File: config.mk
export PLATFORM = sky130hd
export DESIGN_NAME = mac_pe_param_flat
export DESIGN_NICKNAME = d
export VERILOG_FILES = /design/src/rtl/mac_pe_param_if.sv /design/src/rtl/mac_pe_param.sv /design/src/flat_wrapper.sv
export SDC_FILE = /design/constraint.sdc
export NUM_CORES = 1
export LEC_CHECK = 0
export ABC_AREA = 1
export CAP_MARGIN = 30
export CORE_AREA = 2 2 127 129
export CTS_CLUSTER_DIAMETER = 80
export DETAILED_ROUTE_END_ITERATION = 12
export DIE_AREA = 0 0 129 131
export MAX_ROUTING_LAYER = met4
export PLACE_DENSITY = 0.78
export SLEW_MARGIN = 20
export SYNTH_ARGS = -nofsm -noshare
export SYNTH_HDL_FRONTEND = slang
export SYNTH_SLANG_ARGS = --single-unit
export TNS_END_PERCENT = 10
File: constraint.sdc
create_clock -name clk -period 10.2 [get_ports clk]
set_clock_uncertainty 0.15 [all_clocks]
set_input_delay 2.04 -clock clk [delete_from_list [all_inputs] [get_ports clk]]
set_output_delay 2.04 -clock clk [all_outputs]
set_load 0.05 [all_outputs]
File: src/rtl/mac_pe_param_if.sv
// Per-cell bus for mac_pe_param: operand beat, accumulator controls and result chain.
// slave = the PE itself; master = whatever drives the cell (array fabric or bench).
interface mac_pe_param_if #(
  parameter int DATA_W = 8,
  parameter int ACC_W  = 32
);
  logic              in_valid;
  logic              in_signed;
  logic [DATA_W-1:0] in_a;
  logic [DATA_W-1:0] in_b;
  logic              acc_clear;
  logic              drain;
  logic              shift_en;
  logic [ACC_W-1:0]  result_in;
  logic              result_in_valid;
  logic              out_valid;
  logic              out_signed;
  logic [DATA_W-1:0] out_a;
  logic [DATA_W-1:0] out_b;
  logic [ACC_W-1:0]  result_out;
  logic              result_out_valid;
  logic              acc_ovf;

  modport slave (
    input  in_valid, in_signed, in_a, in_b, acc_clear, drain, shift_en,
           result_in, result_in_valid,
    output out_valid, out_signed, out_a, out_b, result_out, result_out_valid, acc_ovf
  );

  modport master (
    output in_valid, in_signed, in_a, in_b, acc_clear, drain, shift_en,
           result_in, result_in_valid,
    input  out_valid, out_signed, out_a, out_b, result_out, result_out_valid, acc_ovf
  );
endinterface

File: src/rtl/mac_pe_param.sv
// Parametrised systolic MAC cell: forwards operands, accumulates signed/unsigned products
// with optional saturation, and drains its accumulator into a per-column result shift chain.
module mac_pe_param #(
  parameter int DATA_W   = 8,
  parameter int ACC_W    = 32,
  parameter int SATURATE = 1
) (
  input  logic          clk,
  input  logic          reset,
  mac_pe_param_if.slave bus
);
  localparam int PW = 2 * DATA_W;
  localparam logic [ACC_W-1:0] ACC_MAX = {1'b0, {(ACC_W-1){1'b1}}};
  localparam logic [ACC_W-1:0] ACC_MIN = {1'b1, {(ACC_W-1){1'b0}}};

  logic [ACC_W-1:0] acc;
  logic [PW-1:0]    a_ext, b_ext, prod;
  logic [ACC_W:0]   prod_ext, base_ext, sum;
  logic             ovf;
  logic [ACC_W-1:0] acc_next;

  // Extending both operands to 2*DATA_W first makes the low half of the product
  // correct for either signedness.
  always_comb begin
    a_ext = {{DATA_W{bus.in_signed & bus.in_a[DATA_W-1]}}, bus.in_a};
    b_ext = {{DATA_W{bus.in_signed & bus.in_b[DATA_W-1]}}, bus.in_b};
    prod  = a_ext * b_ext;
    prod_ext = {{(ACC_W+1-PW){bus.in_signed & prod[PW-1]}}, prod};
    base_ext = bus.acc_clear ? '0 : {acc[ACC_W-1], acc};
    sum = base_ext + (bus.in_valid ? prod_ext : '0);
    ovf = sum[ACC_W] ^ sum[ACC_W-1];
    if (SATURATE != 0 && ovf)
      acc_next = sum[ACC_W] ? ACC_MIN : ACC_MAX;
    else
      acc_next = sum[ACC_W-1:0];
  end

  always_ff @(posedge clk) begin
    if (reset) begin
      bus.out_valid        <= 1'b0;
      bus.out_signed       <= 1'b0;
      bus.out_a            <= '0;
      bus.out_b            <= '0;
      bus.result_out       <= '0;
      bus.result_out_valid <= 1'b0;
      bus.acc_ovf          <= 1'b0;
      acc                  <= '0;
    end else begin
      bus.out_valid  <= bus.in_valid;
      bus.out_signed <= bus.in_signed;
      bus.out_a      <= bus.in_a;
      bus.out_b      <= bus.in_b;

      if (bus.in_valid && ovf)
        bus.acc_ovf <= 1'b1;
      else if (bus.acc_clear || bus.drain)
        bus.acc_ovf <= 1'b0;

      // Drain takes the chain slot, so the current beat is folded into the drained value.
      if (bus.drain) begin
        bus.result_out       <= acc_next;
        bus.result_out_valid <= 1'b1;
        acc                  <= '0;
      end else begin
        acc <= acc_next;
        if (bus.shift_en) begin
          bus.result_out       <= bus.result_in;
          bus.result_out_valid <= bus.result_in_valid;
        end
      end
    end
  end
endmodule
File: src/flat_wrapper.sv
// flat-port wrapper written by rule: the top's interface ports become plain ports
module mac_pe_param_flat 
#(
  parameter int DATA_W   = 8,
  parameter int ACC_W    = 32,
  parameter int SATURATE = 1
)
  (clk, reset, bus_in_valid, bus_in_signed, bus_in_a, bus_in_b, bus_acc_clear, bus_drain, bus_shift_en, bus_result_in, bus_result_in_valid, bus_out_valid, bus_out_signed, bus_out_a, bus_out_b, bus_result_out, bus_result_out_valid, bus_acc_ovf);
  mac_pe_param_if #(.DATA_W(DATA_W), .ACC_W(ACC_W)) bus_i ();
  input  logic clk;
  input  logic reset;
  input wire logic [$bits(bus_i.in_valid)-1:0] bus_in_valid;
  input wire logic [$bits(bus_i.in_signed)-1:0] bus_in_signed;
  input wire logic [$bits(bus_i.in_a)-1:0] bus_in_a;
  input wire logic [$bits(bus_i.in_b)-1:0] bus_in_b;
  input wire logic [$bits(bus_i.acc_clear)-1:0] bus_acc_clear;
  input wire logic [$bits(bus_i.drain)-1:0] bus_drain;
  input wire logic [$bits(bus_i.shift_en)-1:0] bus_shift_en;
  input wire logic [$bits(bus_i.result_in)-1:0] bus_result_in;
  input wire logic [$bits(bus_i.result_in_valid)-1:0] bus_result_in_valid;
  output wire logic [$bits(bus_i.out_valid)-1:0] bus_out_valid;
  output wire logic [$bits(bus_i.out_signed)-1:0] bus_out_signed;
  output wire logic [$bits(bus_i.out_a)-1:0] bus_out_a;
  output wire logic [$bits(bus_i.out_b)-1:0] bus_out_b;
  output wire logic [$bits(bus_i.result_out)-1:0] bus_result_out;
  output wire logic [$bits(bus_i.result_out_valid)-1:0] bus_result_out_valid;
  output wire logic [$bits(bus_i.acc_ovf)-1:0] bus_acc_ovf;
  assign bus_i.in_valid = bus_in_valid;
  assign bus_i.in_signed = bus_in_signed;
  assign bus_i.in_a = bus_in_a;
  assign bus_i.in_b = bus_in_b;
  assign bus_i.acc_clear = bus_acc_clear;
  assign bus_i.drain = bus_drain;
  assign bus_i.shift_en = bus_shift_en;
  assign bus_i.result_in = bus_result_in;
  assign bus_i.result_in_valid = bus_result_in_valid;
  assign bus_out_valid = bus_i.out_valid;
  assign bus_out_signed = bus_i.out_signed;
  assign bus_out_a = bus_i.out_a;
  assign bus_out_b = bus_i.out_b;
  assign bus_result_out = bus_i.result_out;
  assign bus_result_out_valid = bus_i.result_out_valid;
  assign bus_acc_ovf = bus_i.acc_ovf;
  mac_pe_param #(.DATA_W(DATA_W), .ACC_W(ACC_W), .SATURATE(SATURATE)) u_core (.clk(clk), .reset(reset), .bus(bus_i));
endmodule
# == After elaboration in Yosys (flattened, before gate mapping) ==
# Index checks and enable logic that the tools add are counted.
# totals
ff_bits,84
input_bits,56
output_inout_bits,52
word_cells,29
# classes
addsub,1
n_mul,1
n_mux,10
bitwise,4
reduce_logical,5
# op_table
cell,count
$mux W32,4
$mux W33,2
$add A33 B33 Y33,1
$mul A9 B9 Y16,1
$mux W1,4
$reduce_bool A2 Y1,2
$and A1 B1 Y1,3
$reduce_or A2 Y1,1
$logic_and A1 B1 Y1,1
$logic_or A1 B1 Y1,1
$xor A1 B1 Y1,1

# == Longest topological paths before layout ==
# logic_depth
word_depth,8
mapped_depth,38
mapped_depth_nobuf,36

# == Worst setup path after synthesis ==
# Ideal clock, no wire load.
# synth_timing
path_kind,input -> register
from,input bus_in_b[0]
to,register u_core.bus.result_out[0]
setup_ns,0.128
arrival_time_ns,8.875
t_required_ns,9.922
slack_ns,1.047
cell_stages,35
n_path_buf,2
cell_sequence,clkbuf_1 -> inv_1 -> nor2_1 -> inv_1 -> fa_1 -> inv_1 -> fa_1 -> fa_1 -> fa_1 -> inv_1 -> fa_1 -> inv_1 -> ha_1 -> a21oi_1 -> o21ai_0 -> nand2_1 -> o2111ai_1 -> xnor2_1 -> nor3_1 -> ha_1 -> nand2_1 -> inv_1 -> nand2_1 -> nand2_1 -> nand2_1 -> nand2_1 -> a21oi_2 -> nand2_1 -> nand2_1 -> nand2_1 -> nand2_2 -> buf_2 -> nand2_1 -> a21oi_1 -> nor2_1
# synth_between
elab_chain_len,7
elab_cells_between_ends,8
cone_classes,1 x add/sub; 1 x mul; 4 x mux; 2 x bitwise
# synth_lines
item,line_no,text
"start, declared",flat_wrapper.sv:15,input wire logic [$bits(bus_i.in_b)-1:0] bus_in_b;
$mul A9 B9 Y16 *,mac_pe_param.sv:27,prod = a_ext * b_ext;
$and A1 B1 Y1,mac_pe_param.sv:28,"prod_ext = {{(ACC_W+1-PW){bus.in_signed & prod[PW-1]}}, prod};"
$mux W33 *,mac_pe_param.sv:30,sum = base_ext + (bus.in_valid ? prod_ext : '0);
$add A33 B33 Y33 *,mac_pe_param.sv:30,
$mux W32 or $xor A1 B1 Y1 (tied branches),"mac_pe_param.sv:33, mac_pe_param.sv:31",
$mux W32 *,mac_pe_param.sv:32,if (SATURATE != 0 && ovf)
$mux W32 *,mac_pe_param.sv:60,if (bus.drain) begin
"end signal, assigned",mac_pe_param.sv:61,bus.result_out <= acc_next;
"end signal, assigned",mac_pe_param.sv:67,bus.result_out <= bus.result_in;
"end, declared",mac_pe_param_if.sv:27,"output out_valid, out_signed, out_a, out_b, result_out, result_out_valid, acc_ovf"
# Mark *: on every way between the ends. The rest lies on a longest branch, timed or not.
# A chain may end at the register's enable or synchronous reset.

# == Worst setup path in the final report ==
# layout_timing
from,input bus_in_b[7]
to,register u_core.bus.result_out[21]
# layout_between
elab_chain_len,8
elab_cells_between_ends,9
cone_classes,1 x add/sub; 1 x mul; 4 x mux; 3 x bitwise
# layout_lines
item,line_no,text
$and A1 B1 Y1,mac_pe_param.sv:26,"b_ext = {{DATA_W{bus.in_signed & bus.in_b[DATA_W-1]}}, bus.in_b};"
$mul A9 B9 Y16 *,mac_pe_param.sv:27,
$and A1 B1 Y1,mac_pe_param.sv:28,
$mux W33 *,mac_pe_param.sv:30,
$add A33 B33 Y33 *,mac_pe_param.sv:30,
$mux W32 or $xor A1 B1 Y1 (tied branches),"mac_pe_param.sv:33, mac_pe_param.sv:31",
$mux W32 *,mac_pe_param.sv:32,
$mux W32 *,mac_pe_param.sv:60,
# Marked as above.

==> flow_summary.yaml <==
layout:
  area_delta_synth_final_pct: 18.53
  drive_above_1_share_pct: 4.328
  multi_input_area_sq_um: 5507
  finalNetCount: 1497
  antenna_cells: 0
  seq_area_sq_um: 1682
  fillers: 1405
cts:
  cts_tree: "yes"
  cts.sinks: 84
  cts_buffer_depth: 2
  root_buffer: "clkbuf_16"
  cts_buffers: 9
  clk_pin_slew_ps: 60
  clock_latency_ps: 330
  cts_max_level: 3
floorplanning:
  dieArea_sq_um: 16900
  chipWidth_um: 129
  dieHeight_um: 131
  ios: 108
  core_sq_um: 15600
  rows: 46
  initial_core_util_pct: 53.47
grt:
  top_usage_layer: "met1"
  use_met3_pct: 4.438
  antenna_found_initial: 0
  use_met1_pct: 41.68
  grt_pass1_wl_um: 36870
  grt_max_degree: 59
  grt_pass1_vias: 7564
  overflow: 0
  track_usage_pct: 28.01
  grt_use_met2_pct: 40.31
power_and_ir_drop:
  finalPower_mw: 2.698
  peakVddDrop_v: 0.0002135
  power.density_nw_per_um2: 272.9
  leakage_nw: 5.269
status:
  outcome: "finished, final reports clean"
routing:
  first_pass_iters: 5
  dr_total_vias: 7757
  routedWlPerCell_um: 14.30
  viasPerCell: 5.060
  drt-total-wl_um: 21920
  remaining_drc_errors: 0
  first_iter_violations: 613
  antenna_left: 0
worst_setup_path:
  crit_start: "bus_in_b[7]"
  cpMaxStageDelayCell: "clkdlybuf4s50_1"
  crit-reg2reg-launch: "u_core.acc[0]$_SDFF_PP0_"
  critPathRequiredTime_ps: 10250
  startpoint_type: "input pin"
  arrival_ps: 9460
  worstSetupPathType: "input pin to register"
  slowest_delay_ps: 740
  critPathCaptureType: "register"
  cp_max_fo: 27
  cp_common_cell: "nand2_1"
sta:
  hold_viol: 0
  fin_crit_ps: 9406
  fin_crit_sh_pct: 92.22
  relSlewSlack_pct: 39.55
  setup-tns-final_ps: 0
  grt_setup_unrepaired: "no"
  fmax_ghz: 0.1063
  setup_violations: 0
  worstMarginPinSlew_ps: 904.6
  maxSlewViolCount: 0
place:
  gp_congestion: 0.9469
  port_buffers: 107
  dp_hpwl_um: 17230
synth:
  yosysSeqAreaShare_pct: 20.16
  yosys_warnings: 0
  avgSynthCellArea_sq_um: 6.775
  syn_inst: 1231
  yosys_register_bits: 84
  synth_nets: 1416
  yosysUniqueCellTypes: 37
  synth_area_sq_um: 8340
hold_path:
  hold_class: "register to register"
  hold_start: "u_core.bus.result_out_valid$_SDFFE_PP0P_"
run:
  maxCapViolCount: 0
[synth_stat cells (all sizes together)]
cell	count	share of area (%)
nand2	328	15
inv	250	11
nor2	138	6.3
a21oi	105	6.4
dfxtp	84	20
ha	65	9.8
fa	64	15
clkbuf	36	1.6
a22o	31	3.3
nand3	24	1.5
o21ai	24	1.5
xor2	16	1.7
xnor2	13	1.4
buf	11	1.1
and3	7	0.53
nor3	7	0.48
o21bai	7	0.63
o21a	5	0.45
nand3b	4	0.36
and2	3	0.23
nand4	2	0.15
nor4	2	0.15
o2111ai	2	0.21
a31oi	1	0.075
o31ai	1	0.090
or2	1	0.075
[sequential cells by signal, indices dropped and copies added, names as in the netlist]
| register | cells |
|---|---|
| u_core.acc | 32 |
| u_core.bus.result_out | 32 |
| u_core.bus.out_signed | 1 |
| u_core.bus.out_b | 8 |
| u_core.bus.out_a | 8 |
| u_core.bus.out_valid | 1 |
| u_core.bus.acc_ovf | 1 |
| u_core.bus.result_out_valid | 1 |
[logic make-up (layout without fill, tap and decap cells)]
family / after synthesis / in the layout / share of synthesized area [%]
AO/OA/AOI/OAI: 176 / 176 / 12.59
AND/OR/NAND/NOR: 516 / 516 / 25.16
adder cells (fa/ha/maj): 129 / 129 / 25.11
XOR/XNOR: 29 / 29 / 3.045
buffers and inverters: 297 / 383 / 13.94
flip-flops: 84 / 84 / 20.16
[layer usage]
metal,up-vias,part of all wire (%)
li1,3924,-
met1,3496,49
met4,0,1.1
met5,-,0
met2,315,41
met3,22,8.5
[area by class of cell]
type	count	share of cell area, %
Multi-Input combinational cell	850	55.70
Inverter	250	9.492
Sequential cell	84	17.01
Clock buffer	11	2.455
Timing Repair Buffer	117	11.75
Tap cell	216	2.734
Clock inverter	5	0.8607
[repair_timing]
action / 4_1_cts / 5_1_grt
endpoints found under the setup margin: 0 / 9
hold buffers: 0 / 0
buffers inserted: 0 / 0
resized for setup: 0 / 1
endpoints found under the hold margin: 0 / 0
[power by group]
part | internal [mW] | switching [mW] | total, mW
logic | 0.643 | 1.23 | 1.87
registers | 0.428 | 0.0432 | 0.471
clock network | 0.222 | 0.133 | 0.355
total | 1.29 | 1.40 | 2.70
[final timing paths]
path                            cells after the start  slack (ps)                                       end
worst max-delay path                               34         790    u_core.bus.result_out[21]$_SDFFE_PP0P_
worst min-delay path                                2         320  u_core.bus.result_out_valid$_SDFFE_PP0P_
worst max register to register                     16        7180    u_core.bus.result_out[30]$_SDFFE_PP0P_
worst min register to register                      2         320  u_core.bus.result_out_valid$_SDFFE_PP0P_
[placed cells by master (no fill, tap or decap), drive strengths merged]
master	synthesis	final
nand4	2	2
nand3b	4	4
nand2	328	328
nor4	2	2
bufinv	0	2
and2	3	3
clkinv	0	2
xor2	16	16
o31ai	1	1
o2111ai	2	2
o21bai	7	7
buf	11	11
a31oi	1	1
a21oi	105	105
fa	64	64
clkdlybuf4s50	0	106
xnor2	13	13
nand3	24	24
a22o	31	31
clkinvlp	0	1
nor2	138	138
clkbuf	36	11
o21a	5	5
or2	1	1
ha	65	65
dfxtp	84	84
and3	7	7
nor3	7	7
inv	250	250
o21ai	24	24
[stage by stage]
step / setup slack (ps) / hold slack [ps] / utilization [%] / cell area [sq um] / instances
6_report: 793.7 / 323.0 / 63.38 / 9886 / 1533
5_1_grt: 63.46 / 340.6 / 63.38 / 9886 / 1533
4_1_cts: 803.6 / 321.5 / 63.27 / 9868 / 1532
3_5_place_dp: 560.1 / 309.5 / 61.17 / 9540 / 1516
3_3_place_gp: 766.6 / 307.7 / 61.17 / 9540 / 1516
2_1_floorplan: 1047 / 528.6 / - / 8341 / 1231
[critical path, delay by kind of cell]
kind / cells / cell delay, ps
buffers and inverters: 6 / 1240
adder cells (fa/ha/maj): 7 / 3370
AO/OA/AOI/OAI: 4 / 640
XOR/XNOR: 1 / 250
AND/OR/NAND/NOR: 16 / 1900
Power figures use the tool's default switching activity.
